### config.mk
export PLATFORM = sky130hd
export DESIGN_NAME = tri_diff_gen_flat
export DESIGN_NICKNAME = d
export VERILOG_FILES = /design/src/rtl/tri_diff_gen_if.sv /design/src/rtl/tri_diff_gen.sv /design/src/flat_wrapper.sv
export SDC_FILE = /design/constraint.sdc
export NUM_CORES = 1
export LEC_CHECK = 0
export ABC_AREA = 1
export BUFFER_PORTS_ARGS = -buffer_cell sky130_fd_sc_hd__buf_2
export CAP_MARGIN = 25
export CORE_MARGIN = 5
export CORE_UTILIZATION = 55
export CTS_CLUSTER_SIZE = 14
export DETAILED_ROUTE_END_ITERATION = 8
export PLACE_DENSITY_LB_ADDON = 0.08
export SLEW_MARGIN = 40
export SYNTH_ARGS = -nofsm -noshare
export SYNTH_HDL_FRONTEND = slang
export SYNTH_SLANG_ARGS = --single-unit
### constraint.sdc
create_clock -name clk -period 3.6 [get_ports clk]
set_clock_uncertainty 0.2 [all_clocks]
set_input_delay 0.72 -clock clk [delete_from_list [all_inputs] [get_ports clk]]
set_output_delay 0.72 -clock clk [all_outputs]
set_load 0.01 [all_outputs]
### src/rtl/tri_diff_gen_if.sv
// Vertex input stream and triangle-difference output bundle.
// Shared by tri_diff_gen (slave) and its upstream/downstream peers (master).
interface tri_diff_gen_if;
    logic        vtx_valid;
    logic        vtx_ready;
    logic [31:0] vtx_data;
    logic        vtx_type;
    logic        out_valid;
    logic        out_ready;
    logic [31:0] p1;
    logic [31:0] p2;
    logic [31:0] p3;
    logic [31:0] diff_p1p2;
    logic [31:0] diff_p2p3;
    logic [31:0] diff_p3p1;
    logic        out_type;

    modport master (
        output vtx_valid, vtx_data, vtx_type, out_ready,
        input  vtx_ready, out_valid, p1, p2, p3,
        input  diff_p1p2, diff_p2p3, diff_p3p1, out_type
    );

    modport slave (
        input  vtx_valid, vtx_data, vtx_type, out_ready,
        output vtx_ready, out_valid, p1, p2, p3,
        output diff_p1p2, diff_p2p3, diff_p3p1, out_type
    );
endinterface

### src/rtl/tri_diff_gen.sv
// Triangle setup front end: loads three vertices, computes pairwise diffs on one subtractor.
// Define TRI_DIFF_SAT_EN for saturating subtraction; default wraps modulo 2^32.
module tri_diff_gen (
    input  logic          clk,
    input  logic          rst,
    tri_diff_gen_if.slave bus
);
    localparam logic [2:0] LOAD0 = 3'd0;
    localparam logic [2:0] LOAD1 = 3'd1;
    localparam logic [2:0] LOAD2 = 3'd2;
    localparam logic [2:0] SUB12 = 3'd3;
    localparam logic [2:0] SUB23 = 3'd4;
    localparam logic [2:0] SUB31 = 3'd5;
    localparam logic [2:0] OUT   = 3'd6;

    logic [2:0]  r_state;
    logic [31:0] r_p1, r_p2, r_p3;
    logic [31:0] r_d12, r_d23, r_d31;
    logic        r_type;

    logic        w_load;
    logic        w_acc;
    logic [31:0] w_a, w_b, w_diff;

    assign w_load = (r_state == LOAD0) || (r_state == LOAD1) ||
                    (r_state == LOAD2);
    assign w_acc  = w_load && bus.vtx_valid;

    // Operand select for the single shared subtractor.
    always_comb begin
        w_a = r_p1;
        w_b = r_p2;
        case (r_state)
            SUB23:   begin w_a = r_p2; w_b = r_p3; end
            SUB31:   begin w_a = r_p3; w_b = r_p1; end
            default: begin w_a = r_p1; w_b = r_p2; end
        endcase
    end

`ifdef TRI_DIFF_SAT_EN
    logic [32:0] w_ext;
    logic        w_ovf;

    // 33-bit difference clamped to the signed 32-bit range.
    always_comb begin
        w_ext  = {w_a[31], w_a} - {w_b[31], w_b};
        w_ovf  = w_ext[32] ^ w_ext[31];
        w_diff = w_ext[31:0];
        if (w_ovf)
            w_diff = w_ext[32] ? 32'h8000_0000 : 32'h7FFF_FFFF;
    end
`else
    assign w_diff = w_a - w_b;
`endif

    // Sequencer: load three vertices, three subtract cycles, hold bundle until taken.
    always_ff @(posedge clk) begin
        if (rst) begin
            r_state <= LOAD0;
            r_p1    <= '0;
            r_p2    <= '0;
            r_p3    <= '0;
            r_d12   <= '0;
            r_d23   <= '0;
            r_d31   <= '0;
            r_type  <= 1'b0;
        end else begin
            case (r_state)
                LOAD0: if (w_acc) begin
                    r_p1    <= bus.vtx_data;
                    r_type  <= bus.vtx_type;
                    r_state <= LOAD1;
                end
                LOAD1: if (w_acc) begin
                    r_p2    <= bus.vtx_data;
                    r_state <= LOAD2;
                end
                LOAD2: if (w_acc) begin
                    r_p3    <= bus.vtx_data;
                    r_state <= SUB12;
                end
                SUB12: begin
                    r_d12   <= w_diff;
                    r_state <= SUB23;
                end
                SUB23: begin
                    r_d23   <= w_diff;
                    r_state <= SUB31;
                end
                SUB31: begin
                    r_d31   <= w_diff;
                    r_state <= OUT;
                end
                OUT: if (bus.out_ready) r_state <= LOAD0;
                default: r_state <= LOAD0;
            endcase
        end
    end

    assign bus.vtx_ready = w_load;
    assign bus.out_valid = (r_state == OUT);
    assign bus.p1        = r_p1;
    assign bus.p2        = r_p2;
    assign bus.p3        = r_p3;
    assign bus.diff_p1p2 = r_d12;
    assign bus.diff_p2p3 = r_d23;
    assign bus.diff_p3p1 = r_d31;
    assign bus.out_type  = r_type;
endmodule

### src/flat_wrapper.sv
// flat-port wrapper written by rule: the top's interface ports become plain ports
module tri_diff_gen_flat 
  (clk, rst, bus_vtx_valid, bus_vtx_data, bus_vtx_type, bus_out_ready, bus_vtx_ready, bus_out_valid, bus_p1, bus_p2, bus_p3, bus_diff_p1p2, bus_diff_p2p3, bus_diff_p3p1, bus_out_type);
  tri_diff_gen_if bus_i ();
  input  logic clk;
  input  logic rst;
  input wire logic [$bits(bus_i.vtx_valid)-1:0] bus_vtx_valid;
  input wire logic [$bits(bus_i.vtx_data)-1:0] bus_vtx_data;
  input wire logic [$bits(bus_i.vtx_type)-1:0] bus_vtx_type;
  input wire logic [$bits(bus_i.out_ready)-1:0] bus_out_ready;
  output wire logic [$bits(bus_i.vtx_ready)-1:0] bus_vtx_ready;
  output wire logic [$bits(bus_i.out_valid)-1:0] bus_out_valid;
  output wire logic [$bits(bus_i.p1)-1:0] bus_p1;
  output wire logic [$bits(bus_i.p2)-1:0] bus_p2;
  output wire logic [$bits(bus_i.p3)-1:0] bus_p3;
  output wire logic [$bits(bus_i.diff_p1p2)-1:0] bus_diff_p1p2;
  output wire logic [$bits(bus_i.diff_p2p3)-1:0] bus_diff_p2p3;
  output wire logic [$bits(bus_i.diff_p3p1)-1:0] bus_diff_p3p1;
  output wire logic [$bits(bus_i.out_type)-1:0] bus_out_type;
  assign bus_i.vtx_valid = bus_vtx_valid;
  assign bus_i.vtx_data = bus_vtx_data;
  assign bus_i.vtx_type = bus_vtx_type;
  assign bus_i.out_ready = bus_out_ready;
  assign bus_vtx_ready = bus_i.vtx_ready;
  assign bus_out_valid = bus_i.out_valid;
  assign bus_p1 = bus_i.p1;
  assign bus_p2 = bus_i.p2;
  assign bus_p3 = bus_i.p3;
  assign bus_diff_p1p2 = bus_i.diff_p1p2;
  assign bus_diff_p2p3 = bus_i.diff_p2p3;
  assign bus_diff_p3p1 = bus_i.diff_p3p1;
  assign bus_out_type = bus_i.out_type;
  tri_diff_gen u_core (.clk(clk), .rst(rst), .bus(bus_i));
endmodule
Word-level counts from Yosys, hierarchy flattened
Index checks and enable logic that the tools add are counted.
- bits in registers: 196
- output and inout port bits: 195
- logic and storage cells: 34
- add/subtract/negate cells: 1
- equal/unequal tests: 10
- multiplexer cells: 7
- reduce and logical (&&, ||, !) cells: 8
- operators with widths (operator ; number):
    32-bit one-hot mux with 2 select lines ; 2
    32-bit subtractor ; 1
    3-bit one-hot mux with 7 select lines ; 1
    3-bit two-way mux ; 4
    3-bit == test, second input constant ; 3
    3-bit by 2-bit == test with 1-bit output, second input constant ; 2
    2-bit by 1-bit inequality test with 1-bit output, second input constant ; 3
    2-bit AND reduction ; 3
    4-bit AND reduction ; 1
    3-bit by 1-bit == test with 1-bit output, second input constant ; 1
    3-bit zero test ; 1
    1-bit logical OR ; 2
    2-bit inequality test, second input constant ; 1
    1-bit logical AND ; 1

Logic depth before layout (Yosys ltp)
- word-level depth: 6
- mapped depth: 22
- mapped depth without buffers: 20

Worst setup path before layout
OpenSTA, ideal clock, no wires.
- path kind: register to register
- from: register u_core.r_state[2]
- to: register u_core.r_d12[20], in the netlist u_core.bus.diff_p1p2[20]
- setup time: 0.109 ns
- data arrival time: 2.648 ns
- path slack: 0.643 ns
- stages on the path, launching flop included: 20
- clock period less this slack: 2.957 ns
- cell sequence: dfxtp_1 nand2_2 nor2_2 buf_4 clkbuf_1 nand2_1 o221ai_1 ha_1 inv_1 fa_1 nand3_1 nand3_1 nand3_1 nand3_1 nand3_1 nand2_1 nand2_1 nand3_1 nand2_1 inv_1
- word-level cells in the longest chain between the ends: 3
- elaborated cells between the ends (all ways): 6
- classes of those cells: add/sub (1); eq/ne (3); mux (2)
- ends and longest elaborated chain (item ; line ; source):
    start, declared ; tri_diff_gen.sv:16 ; logic [2:0] r_state;
    start signal, assigned ; tri_diff_gen.sv:59 ; r_state <= LOAD0;
    start signal, assigned ; tri_diff_gen.sv:72 ; r_state <= LOAD1;
    start signal, assigned ; tri_diff_gen.sv:76 ; r_state <= LOAD2;
    3-bit == test ; tri_diff_gen.sv:33 ; case (r_state)
    32-bit one-hot mux with 2 select lines ; tri_diff_gen.sv:33 ;
    32-bit subtractor ; tri_diff_gen.sv:53 ; assign w_diff = w_a - w_b;
    end signal, assigned ; tri_diff_gen.sv:83 ; r_d12 <= w_diff;
    end, declared ; tri_diff_gen.sv:18 ; logic [31:0] r_d12, r_d23, r_d31;
Parallel ways exist; a longest one is shown, timed or not.
A chain may end at the register's enable or synchronous reset.

Worst setup path after layout
- from: register u_core.r_state[2]
- to: register u_core.r_d12[28], in the netlist u_core.bus.diff_p1p2[28]
The elaborated chain is that of the path after synthesis.

==> key figures <==
Critical path
  – WP buf/inv: 4
  – Worst Setup SP: u_core.r_state[2]$_SDFFE_PP0P_
  – Critical path class: flop to flop
  – Worst R2R Start: u_core.r_state[2]$_SDFFE_PP0P_
  – Cell mode on critical path: nand2_1
  – CP cell instances: nand2_2 > nor2_4 > clkinvlp_4 > buf_4 > o221ai_1 > ha_1 > nand2_1 > inv_1 > a21oi_1 > nand2_1 > a21oi_1 > nand2_1 > nand2_1 > nand3_1 > nand2_1 > inv_1
  – Slowest-stage cell, CP: dfxtp_1
  – Critical path's largest stage delay: 0.48 ns
  – Critical Path End Type: flop
  – Crit path max-delay family: simple AND/OR/NAND/NOR gates
  – CP startpoint kind: flop
  – Max FO, Critical Path: 16
  – Worst Path Arrival: about 3.6 ns
  – CP Data Required Time: 3.74 ns

Floorplan
  – Rows: 50
  – IO Pins: roughly 230
  – Die area: 22,000 um2
  – Initial core utilization: 55.9%
  – Chip width: 148 um
  – Core ar.: approximately 19,000 um2
  – DIE HEIGHT: around 150 um

Placed design
  – Final GP Congestion: 0.927
  – Post-place setup slack: 0.258 ns
  – IO buf count: ~230
  – Cell Area, Placed: 11,800 um2
  – DP Wirelength: 23,700 um

Power
  – Pwr per Cell Area: 527 nW/um2
  – P_leak: 6.69 nW
  – Worst vdd ir: between 300 and 400 uV

Yosys
  – EDFF count, synth: 0
  – Synth top cells by count: 349 x nand2_1, 264 x inv_1, 234 x nor2_1, 196 x dfxtp_1, 122 x o21ai_0
  – Gate Count Post-Synth: 1,606
  – YS warnings: 0
  – Main synth FF type: dfxtp_1
  – Synthesis-stage register bit count: 196
  – Seq/Total Area, Yosys: between 30% and 40%
  – Synth cell types: 32
  – Asr flop ratio synth: 0%
  – Synth area leaders: dfxtp_1 37%, nand2_1 12%, inv_1 9.4%
  – Top cell type's share of synthesized area: 37.4%
  – Net count after synthesis: 1,675
  – Cell taking the most area after synthesis: dfxtp_1
  – Mean Syn Cell Area: between 6 and 7 um2
  – Top-count cell post-synth: nand2_1
  – Mapped Area: 10,500 um2

Global route
  – Gr ovfl total: 0
  – GRT Total Usage: between 20% and 30%
  – Antenna violations before repair: 0
  – Vias in the first global route: 9,977
  – First-pass GRT wire length: approximately 52,000 um
  – Largest net degree at the start of global routing: 139

Timing
  – Min Tclk post-route: between 3 and 4 ns
  – Worst-margin pin slew: 0.711 ns
  – Slew HR: a little over half
  – Slew Viols, Final: 0
  – Fmax: 293 MHz
  – Setup ws final: 0.191 ns
  – Period utilisation layout: between 90 and 100%
  – Final Hold Viols: 0
  – Setup Viol. Count Final: 0

Flow run
  – Max Cap Viol: 0

Layout
  – Area grow syn2layout: 18.5%
  – Share of layout cells above drive strength 1: 16.3%
  – Diodes inserted: 0
  – # nets final: around 1,900
  – FILL cells: roughly 1,800
  – Finished Cell Area: about 12,000 um2

Run status
  – Outcome: completed

Clock network
  – TritonCTS Buffers: 17
  – H-tree depth: 4
  – Post-CTS Resized: 0
  – Hold-fix buffers at CTS: 0
  – Clk root buf: clkbuf_16
  – Clock sinks: 196
  – Max clock buf depth: 2
  – Post-CTS Setup Bufs: 0
  – Later-pin clock latency in the skew report: 0.43 ns
  – CTS tree: yes
  – Clk slew on worst S/H paths: 0.07 ns

Worst hold path
  – Worst hold start: u_core.bus.diff_p2p3[2]$_SDFFE_PP0N_
  – Min-delay worst type: flop to flop

Routing
  – Post-route ant nets: 0
  – Uppermost layer routed: met4
  – Routed wl met3: between 2000 and 3000 um
  – Pre-antenna DRT Iters: 6
  – Vias/cell: 5.33
  – Wire length on met2: 13,700 um
  – Total number of vias: roughly 11,000
  – Drt drc: 0
  – Final WL: about 32,000 um
  – DR iter-0 viols: 905
  – Met1 wire length: roughly 15,000 um
  – WL/cell: 15.9 um
==> state kept, by name (all words and copies together), names as in the netlist <==
name,cells
u_core.bus.diff_p3p1,32
u_core.bus.diff_p2p3,32
u_core.bus.p3,32
u_core.bus.diff_p1p2,32
u_core.bus.p1,32
u_core.r_state,3
u_core.bus.out_type,1
u_core.bus.p2,32
==> placed cells by master, fill, tap and decap left out, drive strengths merged <==
master | synthesis | final
o21bai | 14 | 14
nand3b | 1 | 1
ha | 31 | 31
a31oi | 1 | 1
xnor2 | 3 | 3
o221ai | 61 | 61
buf | 24 | 247
o21a | 16 | 16
clkinvlp | 0 | 4
a21oi | 90 | 90
nor3 | 4 | 4
inv | 273 | 276
and2 | 3 | 3
nand2 | 350 | 350
nor2 | 236 | 236
o211ai | 3 | 3
a21o | 7 | 7
o21ai | 139 | 139
dfxtp | 196 | 196
a311oi | 1 | 1
fa | 1 | 1
xor2 | 11 | 11
o22ai | 1 | 1
clkinv | 0 | 2
nand3 | 83 | 83
clkbuf | 54 | 20
bufinv | 0 | 3
nand4 | 3 | 3
==> power by group <==
group          total (mW)  switching, mW  internal, mW
Sequential           2.39          0.106          2.29
Clock                1.98          0.871          1.11
Combinational        2.18           1.50         0.677
Total                6.56           2.48          4.08
==> cells by family after synthesis <==
family	after synthesis	synth area share, %
and+or+nand+nor	680	25.7
buffers and inverters	351	12.8
AOI/OAI and AO/OA	333	19.1
DFF	196	37.4
adders and majority gates	32	3.89
xor gates and xnor gates	14	1.17
==> through the flow <==
step                      TNS [ns]  utilization, %  power, mW  instances  hold slack, ns
after floorplan                  0               -       3.88       1606           0.283
after global placement           0            63.0       4.56       2009           0.253
after detailed placement         0            63.0       4.58       2009           0.264
after CTS                        0            66.3       6.54       2041           0.272
after global routing       -0.0116            66.3       6.94       2041           0.294
final                            0            66.3       6.56       2041           0.268
==> path summary, 6_finish.rpt <==
| path | to | slack, ns | cells after the start |
|---|---|---|---|
| worst max-delay path | u_core.bus.diff_p1p2[28]$_SDFFE_PP0P_ | 0.19 | 16 |
| worst min-delay path | u_core.bus.diff_p2p3[2]$_SDFFE_PP0N_ | 0.27 | 2 |
| worst max register to register | u_core.bus.diff_p1p2[28]$_SDFFE_PP0P_ | 0.19 | 16 |
| worst min register to register | u_core.bus.diff_p2p3[2]$_SDFFE_PP0N_ | 0.27 | 2 |
==> worst reg2reg max path, stage by stage (launching register included) <==
cell and delay (ns):
dfxtp_1 0.48, nand2_2 0.17, nor2_4 0.15, clkinvlp_4 0.22, buf_4 0.27, o221ai_1 0.23, ha_1 0.36, nand2_1 0.18
inv_1 0.07, a21oi_1 0.17, nand2_1 0.13, a21oi_1 0.25, nand2_1 0.08, nand2_1 0.10, nand3_1 0.11, nand2_1 0.10
inv_1 0.04
==> layout make-up <==
type                            count  area (um2)  share of cell area (%)
Timing Repair Buffer              247        1330                    10.7
Tap cell                          234         293                    2.35
Sequential cell                   196        3930                    31.5
Inverter                          273        1030                    8.30
Clock inverter                     12         168                    1.35
Clock buffer                       20         437                    3.51
Multi-Input combinational cell   1059        5260                    42.3
==> per-layer routing <==
layer  vias up  GRT usage [%]
met5         -              0
met4         0           7.62
met3        38           5.55
met2       501           43.4
met1      4863           42.2
li1       5482              -
(Power assumes the default switching activity.)
